$ cat src/rtl/rf_pkg.sv
// Shared constants for the register-file write path: geometry of the 16x16
// register file and the writeback source identifiers.
package rf_pkg;

  localparam int RF_DATA_W = 16;
  localparam int RF_ADDR_W = 4;
  localparam int RF_DEPTH  = 16;
  localparam int RF_CNT_W  = 8;

  localparam logic SRC_ALU  = 1'b0;
  localparam logic SRC_LOAD = 1'b1;

endpackage

$ cat src/rtl/rr_arb2.sv
// Two-way round-robin arbiter: combinational grant from the valids plus the
// one-bit priority pointer, which remembers the most recent winner.
module rr_arb2
  import rf_pkg::*;
(
  input  logic       clk,
  input  logic       reset,
  input  logic [1:0] valid,
  output logic [1:0] grant
);

  logic ptr;

  // On a tie the requester that did not win last time is granted.
  always_comb begin
    grant = 2'b00;
    if (!reset) begin
      if (valid[0] && valid[1]) begin
        if (ptr) grant[0] = 1'b1;
        else     grant[1] = 1'b1;
      end else begin
        grant = valid;
      end
    end
  end

  always_ff @(posedge clk) begin
    if (reset) begin
      ptr <= SRC_LOAD;
    end else if (|grant) begin
      ptr <= grant[1];
    end
  end

endmodule

$ cat src/rtl/rf_write_arbiter.sv
// Shares the register file write port between ALU and load writeback, with a
// registered output stage and a saturating count of contended cycles.
module rf_write_arbiter
  import rf_pkg::*;
#(
  parameter int DATA_W = RF_DATA_W,
  parameter int ADDR_W = RF_ADDR_W,
  parameter int CNT_W  = RF_CNT_W
) (
  input  logic              clk,
  input  logic              reset,
  input  logic              req0_valid,
  input  logic [ADDR_W-1:0] req0_addr,
  input  logic [DATA_W-1:0] req0_data,
  output logic              req0_ready,
  input  logic              req1_valid,
  input  logic [ADDR_W-1:0] req1_addr,
  input  logic [DATA_W-1:0] req1_data,
  output logic              req1_ready,
  output logic              rf_we,
  output logic [ADDR_W-1:0] rf_waddr,
  output logic [DATA_W-1:0] rf_wdata,
  output logic              last_src,
  output logic [CNT_W-1:0]  contention_cnt
);

  localparam logic [CNT_W-1:0] CNT_MAX = '1;

  logic [1:0] grant;

  rr_arb2 u_arb (
    .clk   (clk),
    .reset (reset),
    .valid ({req1_valid, req0_valid}),
    .grant (grant)
  );

  assign req0_ready = grant[0];
  assign req1_ready = grant[1];

  // Address, data and source hold their last values when idle; only rf_we drops.
  always_ff @(posedge clk) begin
    if (reset) begin
      rf_we    <= 1'b0;
      rf_waddr <= '0;
      rf_wdata <= '0;
      last_src <= SRC_ALU;
    end else begin
      rf_we <= |grant;
      if (grant[1]) begin
        rf_waddr <= req1_addr;
        rf_wdata <= req1_data;
        last_src <= SRC_LOAD;
      end else if (grant[0]) begin
        rf_waddr <= req0_addr;
        rf_wdata <= req0_data;
        last_src <= SRC_ALU;
      end
    end
  end

  always_ff @(posedge clk) begin
    if (reset) begin
      contention_cnt <= '0;
    end else if (req0_valid && req1_valid && contention_cnt != CNT_MAX) begin
      contention_cnt <= contention_cnt + CNT_W'(1);
    end
  end

endmodule

$ cat config.mk
export PLATFORM = sky130hd
export DESIGN_NAME = rf_write_arbiter
export DESIGN_NICKNAME = d
export VERILOG_FILES = /design/src/rtl/rf_pkg.sv /design/src/rtl/rr_arb2.sv /design/src/rtl/rf_write_arbiter.sv
export SDC_FILE = /design/constraint.sdc
export NUM_CORES = 1
export LEC_CHECK = 0
export ABC_AREA = 1
export CAP_MARGIN = 20
export CORE_MARGIN = 2
export CORE_UTILIZATION = 39
export CTS_CLUSTER_SIZE = 20
export DETAILED_ROUTE_END_ITERATION = 6
export PLACE_DENSITY = 0.79
export SETUP_SLACK_MARGIN = 0.1
export SLEW_MARGIN = 20
export SYNTH_ARGS = -nofsm -noshare
export SYNTH_HDL_FRONTEND = slang
export SYNTH_SLANG_ARGS = --single-unit
$ cat constraint.sdc
create_clock -name clk -period 1.7 [get_ports clk]
set_input_delay 0.34 -clock clk [delete_from_list [all_inputs] [get_ports clk]]
set_output_delay 0.34 -clock clk [all_outputs]
set_load 0.05 [all_outputs]
# ---- Word-level counts from Yosys, hierarchy flattened
# Index checks and enable logic that the tools add are counted.
dict set report op_classes {
  reduce_logical 4
  eq_ne 1
  n_mux 10
  add_sub_neg 1
}
# cell count
set ops {}
lappend ops {{two-way mux 16 bit} 2}
lappend ops {{adder 8 x 1 -> 8 bit (second input constant)} 1}
lappend ops {{two-way mux 4 bit} 2}
lappend ops {{inequality test 8 bit (second input constant)} 1}
lappend ops {{two-way mux 1 bit} 4}
lappend ops {{two-way mux 2 bit} 2}
lappend ops {{logical AND 1 bit} 2}
lappend ops {{nonzero test 2 bit} 1}
lappend ops {{OR reduction 2 bit} 1}
dict set report word_totals {
  out_inout_bits 32
  elab_cells 22
  ff_bits 31
}

# ---- Longest topological paths before layout
# Gate-level depths: netlist of run 1.
dict set report logic_depth {
  depth_word 5
  depth_mapped 9
  ltp_nobuf 9
}

# ---- Cells and area by module
# Synthesis of run 1 repeated with hierarchy kept, for this count alone.
dict set report unflattened {
  hier_cells 234
  hier_area_um2 1481.4
}
# module n_inst cells_each seq_area_each_um2 area_per_inst_um2
set modules_own_cells {}
lappend modules_own_cells {rf_write_arbiter 1 223 600.6 1413.9}
lappend modules_own_cells {rr_arb2 1 11 20.0 67.6}

# ---- Least setup slack after synthesis of run 1
# Ideal clock, no wire load.
dict set report synth_path {
  path_kind {register -> register}
  from {register contention_cnt[0]}
  to {register contention_cnt[2]}
  period_less_slack_ns 1.641
  path_buffers 0
  path_stages_with_launch 10
  t_required_ns 1.644
  path_slack_ns 0.059
  setup_ns 0.056
  t_arrival_ns 1.585
  cell_sequence {dfxtp_1 ha_1 nand2_2 nor2_4 nand2_4 nand2_4 nand2_1 o21ai_1 nand2_1 inv_1}
}
dict set report synth_between {
  elab_chain_len 2
  word_cells_on_any_way 3
  classes_between {add/sub: 1; eq/ne: 1; reduce/logical: 1}
}
# item line
set synth_rtl {}
lappend synth_rtl {{from (decl)} rf_write_arbiter.sv:24} ;# output logic [CNT_W-1:0] contention_cnt
lappend synth_rtl {{from (signal assigned)} rf_write_arbiter.sv:66} ;# contention_cnt <= contention_cnt + CNT_W'(1);
lappend synth_rtl {{branches (longest 2 deep; another with adder 8 x 1 -> 8 bit)} -}
# Parallel ways; which one is timed is not known.
# A chain may end at the register's enable or synchronous reset.

# ---- Worst setup path after layout of run 1
dict set report layout_path {
  from {input reset}
  to {output req0_ready}
}
dict set report layout_between {
  elab_chain_len 1
}
# item line
set layout_rtl {}
lappend layout_rtl {{from (decl)} rf_write_arbiter.sv:11} ;# input logic reset,
lappend layout_rtl {{two-way mux 2 bit} rr_arb2.sv:17} ;# if (!reset) begin
lappend layout_rtl {{to (decl)} rf_write_arbiter.sv:15} ;# output logic req0_ready,
# No other way between the ends.

==> impl_metrics.csv, run 1 <==
group,metric,value,unit
outcome,outcome,"completed",
sta,whs,0.482,ns
die,pin_count,76,
die,floorplan.initialDensity,0.406,
synthesis,synth_edf_count,0,
sta,worst_slew_pin_slew,0.300,ns
final_layout,n_fill_cell,352,
global_route,grt-ovfl-total,0,
setup_path,required,1.36,ns
sta,final_hold_viol_count,0,
sta,finalSetupViolations,0,
pwr,vdd_drop_max,0.449,mV
detailed_routing,viasPerCell,5.05,
final_layout,nets,325,
detailed_routing,drt-initial-drc-count,110,
synthesis,ys_seq_area_frac,0.418,
synthesis,synth_nets,245,
sta,skew,0.00687,ns
place,numPortBuffers,75,
detailed_routing,first_pass_iters,4,
detailed_routing,via_count,1660,
synthesis,ys.flop_type,"dfxtp_1",
global_route,antenna_found_initial,0,
synthesis,synth_area_per_cell,7.43,um^2
synthesis,synth_cell_types,24,
pwr,p_comb_frac,0.249,
setup_path,end_kind,"primary output",
pwr,total_power,0.00190,W
setup_path,cp-endpoint,"req0_ready",
setup_path,crit_fanout,4,
cts,path_clk_slew,0.07,ns
place,gp_congestion,0.794,
sta,slew_viol_final,0,
die,dieHeight,65.7,um
global_route,grt_pass1_wl,6.80,mm
die,die_w,65.7,um
setup_path,worstReg2RegEnd,"contention_cnt[2]",
sta,post-route-period-util,0.840,
cts,cts-root-buf,"clkbuf_8",
synthesis,netlist_instances,200,
pwr,p_leak,0.983,nW
sta,finalCriticalPeriod,1.43,ns
setup_path,crit_start,"reset",
detailed_routing,drc,0,
pwr,power.density,805,nW/um^2
global_route,grt_pass1_vias,1505,
cts,clockBufferDepth,2,
detailed_routing,ant_nets,0,
setup_path,worstSetupPathType,"input port to primary output",
global_route,grt_max_degree,23,
die,dieArea,4320,um^2
pwr,seqPwrFrac,0.418,
flow_run,maxCapViolations,0,
cts,numCtsBuffers,5,
pwr,power.switching,0.000561,W
pwr,switching_share,0.295,
synthesis,synth_area_leaders,"dfxtp_1 (42%), nand3_1 (16%), nand2_1 (11%)",
sta,totalNegativeSetupSlack,0,ns
final_layout,utilization,0.644,
global_route,grt_use_total,0.205,
cts,clkLatencyLatePin,0.28,ns
final_layout,final_layout_size_suffix_gt1_frac,0.221,
cts,cts_tree,"yes",
cts,post_cts_buffers,0,
cts,clock-sinks,31,
pwr,power.internal,0.00134,W
setup_path,arrival,1.09,ns
sta,slew_headroom,0.800,
synthesis,synthArstFlopShare,0,
setup_path,r2r_setup_slack,0.42,ns
setup_path,r2r_start,"contention_cnt[0]",
worst_hold_path,worstHoldStart,"req0_valid",
setup_path,worst_setup_path_start_kind,"input port",
place,hpwl,2.98,mm
sta,max_freq,700,MHz
die,fp-row-count,22,
worst_hold_path,hold_class,"input port to flop",
detailed_routing,totalWireLength,4.10,mm
sta,grt_setup_unrepaired,"no",
final_layout,diodes,0,
synthesis,synth_area,1490,um^2
synthesis,synth_top_area_cell,"dfxtp_1",
detailed_routing,wl_per_cell,12.5,um
synthesis,ys_ff_latch,31,
die,core-area,3660,um^2
synthesis,netlist.area_leader.share,0.418,
cts,cts-htree-levels,2,
setup_path,ff2ff_path_depth,9,
synthesis,yosys_warnings,0,
synthesis,post-synth-top-count-cell,"nand3_1",
pwr,p_clk_frac,0.333,
synthesis,synth_common_cells,"nand3_1 (47), nand2_1 (44), dfxtp_1 (31), a31oi_1 (20), inv_1 (11)",
final_layout,area_delta_synth_final,58.5,%
per-stage QoR:
stage	cells	setup WS, ns	cell area (um^2)
5_1_grt	329	0.226	2360
4_1_cts	329	0.268	2360
3_3_place_gp	321	0.0290	2260
6_report	329	0.271	2360
2_1_floorplan	200	0.240	1490
3_5_place_dp	321	0.00214	2260
flip-flops by register name, indices dropped and copies added (netlist names):
name            count
rf_wdata           16
contention_cnt      8
rf_waddr            4
last_src            1
rf_we               1
u_arb.ptr           1
layer usage:
metal	vias up	wire, um	global-route usage
met3	2	309	0.0822
met4	0	18	0.0547
met1	753	1830	0.254
met2	62	1940	0.330
met5	-	0	0
li1	843	-	-
area by class of cell:
type / instances / area (um^2) / share of cell area
Multi-Input combinational cell: 142 / 731 / 0.310
Tap cell: 48 / 60.1 / 0.0255
Inverter: 14 / 55.1 / 0.0234
Timing Repair Buffer: 86 / 787 / 0.334
Sequential cell: 31 / 623 / 0.264
Clock buffer: 8 / 100 / 0.0425
power by group through the flow:
stage	Sequential, W	Combinational, W	Clock [W]
after floorplan	0.000939	0.000132	0
after global placement	0.000807	0.000474	0
after detailed placement	0.000807	0.000477	0
after CTS	0.000792	0.000475	0.000641
after global routing	0.000796	0.000502	0.000679
final	0.000792	0.000473	0.000632
worst max-delay path, stage by stage:
cell and delay [ns]:
dlygate4sd2_1 0.31, nor2_4 0.15, nand2_2 0.06, inv_1 0.09, buf_12 0.14
cell usage in the layout, fill, tap and decap left out:
cell type | Yosys | routed
clkbuf_1 | 3 | 1
dfxtp_2 | 0 | 2
a31oi_1 | 20 | 20
clkinv_1 | 1 | 1
dfxtp_1 | 31 | 29
nand3b_1 | 1 | 1
o21ai_1 | 1 | 1
inv_1 | 11 | 11
nand2_4 | 2 | 2
nand3_4 | 1 | 1
inv_2 | 1 | 1
o211ai_1 | 1 | 1
clkbuf_8 | 0 | 7
buf_4 | 0 | 40
nand4_1 | 4 | 4
nor2_1 | 10 | 10
inv_4 | 1 | 1
ha_1 | 1 | 1
buf_12 | 0 | 3
nor3_1 | 1 | 1
clkdlybuf4s50_1 | 0 | 40
nor2_4 | 2 | 2
a21oi_1 | 3 | 3
nand2_2 | 3 | 3
nand3_1 | 47 | 47
xnor2_1 | 1 | 1
nand2_1 | 44 | 44
dlygate4sd2_1 | 0 | 3
timing repair:
| item | CTS | global route |
|---|---|---|
| hold buffers | 0 | 0 |
| endpoints found under the setup margin | 2 | 0 |
| gates resized for setup | 3 | 0 |
cell families after synthesis:
| group | Yosys count | share of synthesized area |
|---|---|---|
| compound gates | 25 | 0.103 |
| simple gates | 115 | 0.375 |
| flops | 31 | 0.418 |
| fa+ha+maj | 1 | 0.00842 |
| buf+inv | 27 | 0.0909 |
| xor+xnor | 1 | 0.00589 |
worst min path at each step:
stage           endpoint  slack (ns)  depth (start not counted)
2_1_floorplan  u_arb.ptr        0.47                          1
3_3_place_gp    last_src        0.47                          2
3_5_place_dp    last_src        0.48                          2
4_1_cts        u_arb.ptr        0.48                          2
5_1_grt        u_arb.ptr        0.48                          2
6_report       u_arb.ptr        0.48                          2
Note: power is estimated with default switching activity, not from simulation.
==> run 2: changes to the inputs <==
- CORE_UTILIZATION: 39 -> 36
- PLACE_DENSITY: 0.79 -> 0.77
- clock period: 1.7 -> 1.3 ns (I/O delays scaled with it)
==> run 2 against run 1 <==
Effect of this change:
- the run now ends with negative setup slack left
- worst hold slack got worse by 0.093 ns
- clock skew is 0.00056 ns lower
- flip-flop and latch count unchanged
- non-clock buffer count grew 23
- global-route usage rose by 2.1 points
- cell area rose by 32%
- critical path type is now flop to primary output
- core utilization grew 13 points
- die area grew 7.8%
- critical path depth is the same
- sequential share of layout area shrank 5.8 points
- sequential power up 33%
- setup slack lost 0.28 ns
==> impl_metrics.csv, run 2 (synthesized netlist as in run 1, its figures left out) <==
group,metric,value,unit
outcome,outcome,"finished with violations",
outcome,violations,"negative setup slack",
sta,whs,0.388,ns
sta,max_freq,764,MHz
die,dieHeight,68.3,um
final_layout,final_cell_mix,"nand3_1 (43), clkdlybuf4s50_1 (40), nand2_1 (39)",
setup_path,crit_chain,"inv_2 -> nand2_4 -> nand2_4 -> clkinvlp_4 -> buf_12",
setup_path,crit_fanout,2,
place,dpl_cell_area,2690,um^2
detailed_routing,drc,0,
pwr,switching_share,0.286,
sta,worst_slew_pin_slew,0.284,ns
global_route,grt-ovfl-total,0,
pwr,power.internal,0.00199,W
pwr,p_leak,1.26,nW
final_layout,area_delta_synth_final,109,%
final_layout,diodes,0,
cts,cts-htree-levels,2,
place,hpwl,3.30,mm
detailed_routing,ant_nets,0,
setup_path,cp_slowest_cell,"dfxtp_2",
die,pin_count,76,
setup_path,arrival,1.05,ns
sta,grt_setup_unrepaired,"yes",
setup_path,max_stage_delay,0.32,ns
cts,clock-sinks,31,
sta,slew_viol_final,0,
detailed_routing,via_count,1850,
setup_path,required,1.04,ns
sta,skew,0.00632,ns
final_layout,fin_cells,355,
final_layout,regMostFlops,"rf_wdata",
sta,slew_headroom,0.811,
sta,post-route-period-util,1.01,
detailed_routing,viasPerCell,5.21,
cts,cts_tree,"yes",
final_layout,final_layout_size_suffix_gt1_frac,0.374,
die,core-area,4000,um^2
pwr,power.density,895,nW/um^2
pwr,power.switching,0.000796,W
worst_hold_path,hold_class,"input port to flop",
pwr,p_comb_frac,0.294,
final_layout,largest_reg_flops,16,
pwr,vdd_drop_max,0.792,mV
final_layout,fin_area,3110,um^2
cts,numCtsBuffers,5,
final_layout,reg_top3,"rf_wdata (16), contention_cnt (8), rf_waddr (4)",
final_layout,layout_commonest_cell,"nand3_1",
setup_path,crit_top_cell,"nand2_4",
pwr,seqPwrFrac,0.379,
sta,final.setup.worst_slack,-0.00879,ns
global_route,antenna_found_initial,0,
die,floorplan.initialDensity,0.372,
detailed_routing,wl_per_cell,15.3,um
detailed_routing,first_pass_iters,4,
detailed_routing,drt-initial-drc-count,86,
pwr,total_power,0.00278,W
setup_path,worstSetupPathType,"flop to primary output",
setup_path,worst_setup_path_start_kind,"flop",
detailed_routing,totalWireLength,5.42,mm
final_layout,nets,349,
global_route,grt_max_degree,22,
cts,cts-root-buf,"clkbuf_8",
global_route,grt_pass1_vias,1719,
final_layout,n_fill_cell,255,
sta,final_hold_viol_count,0,
sta,totalNegativeSetupSlack,-0.0132,ns
place,dp_cells,325,
cts,path_clk_slew,0.07,ns
sta,finalCriticalPeriod,1.31,ns
place,numPortBuffers,75,
cts,clkLatencyLatePin,0.27,ns
pwr,p_clk_frac,0.327,
cts,clockBufferDepth,2,
setup_path,end_kind,"primary output",
die,fp-row-count,23,
flow_run,maxCapViolations,0,
global_route,grt_pass1_wl,7.86,mm
sta,finalSetupViolations,2,
global_route,grt_use_total,0.227,
place,gp_congestion,0.784,
die,die_w,68.3,um
die,dieArea,4660,um^2
==> run 2: cell count changes in the layout (fill, tap and decap cells not counted), moves of 5 or more <==
cell     before  now
buf_12        3   33
buf_4        40   23
buf_6         0   10
dfxtp_1      29   22
nand2_1      44   39
nand2_4       2    7
==> run 2: metal layers <==
layer | routed length (um) | vias to the layer above | GRT usage
li1 | - | 897 | -
met1 | 1930 | 868 | 0.245
met2 | 2940 | 75 | 0.390
met3 | 437 | 10 | 0.0888
met4 | 106 | 0 | 0.100
met5 | 0 | - | 0
==> run 2: area by class of cell <==
type	count	area, um^2	share of cell area
Clock buffer	5	68.8	0.0221
Clock inverter	3	38.8	0.0125
Inverter	14	67.6	0.0217
Multi-Input combinational cell	143	858	0.276
Sequential cell	31	642	0.206
Tap cell	50	62.6	0.0201
Timing Repair Buffer	109	1370	0.441
==> run 2: repair_timing <==
action / CTS / global route
setup buffers: 14 / 7
hold endpoints to repair: 0 / 0
resized for setup: 10 / 33
hold buffers: 0 / 0
pin swaps: 6 / 20
endpoints found under the setup margin: 31 / 30
cloned: 1 / 0
==> run 2: path summary, 6_finish.rpt <==
check	to	cells after the start	slack (ns)	startpoint
worst max register to register	contention_cnt[7]	8	0	contention_cnt[0]
worst min-delay path	u_arb.ptr	2	0.39	req0_valid
worst min register to register	last_src	2	0.52	last_src
worst max-delay path	req0_ready	5	-0.009	u_arb.ptr
==> run 2: metrics by stage <==
| stage | util | setup slack, ns |
|---|---|---|
| after floorplan | - | 0.0527 |
| after global placement | 0.673 | -0.306 |
| after detailed placement | 0.673 | -0.357 |
| after CTS | 0.732 | 0.00133 |
| after global routing | 0.778 | -0.0598 |
| final | 0.778 | -0.00879 |
==> run 2: worst max-delay path, delay by kind of cell (launching register included) <==
family | cells | cell delay, ns
buffers and inverters | 3 | 0.31
flip-flops | 1 | 0.32
AND/OR/NAND/NOR | 2 | 0.14
==> run 2: power by group through the flow <==
stage | Clock [W] | Sequential, W | Combinational [W]
detailed placement | 0 | 0.00108 | 0.000758
CTS | 0.000918 | 0.00106 | 0.000797
global route | 0.000967 | 0.00106 | 0.000865
floorplan | 0 | 0.00122 | 0.000177
finish | 0.000910 | 0.00105 | 0.000819
global placement | 0 | 0.00108 | 0.000750
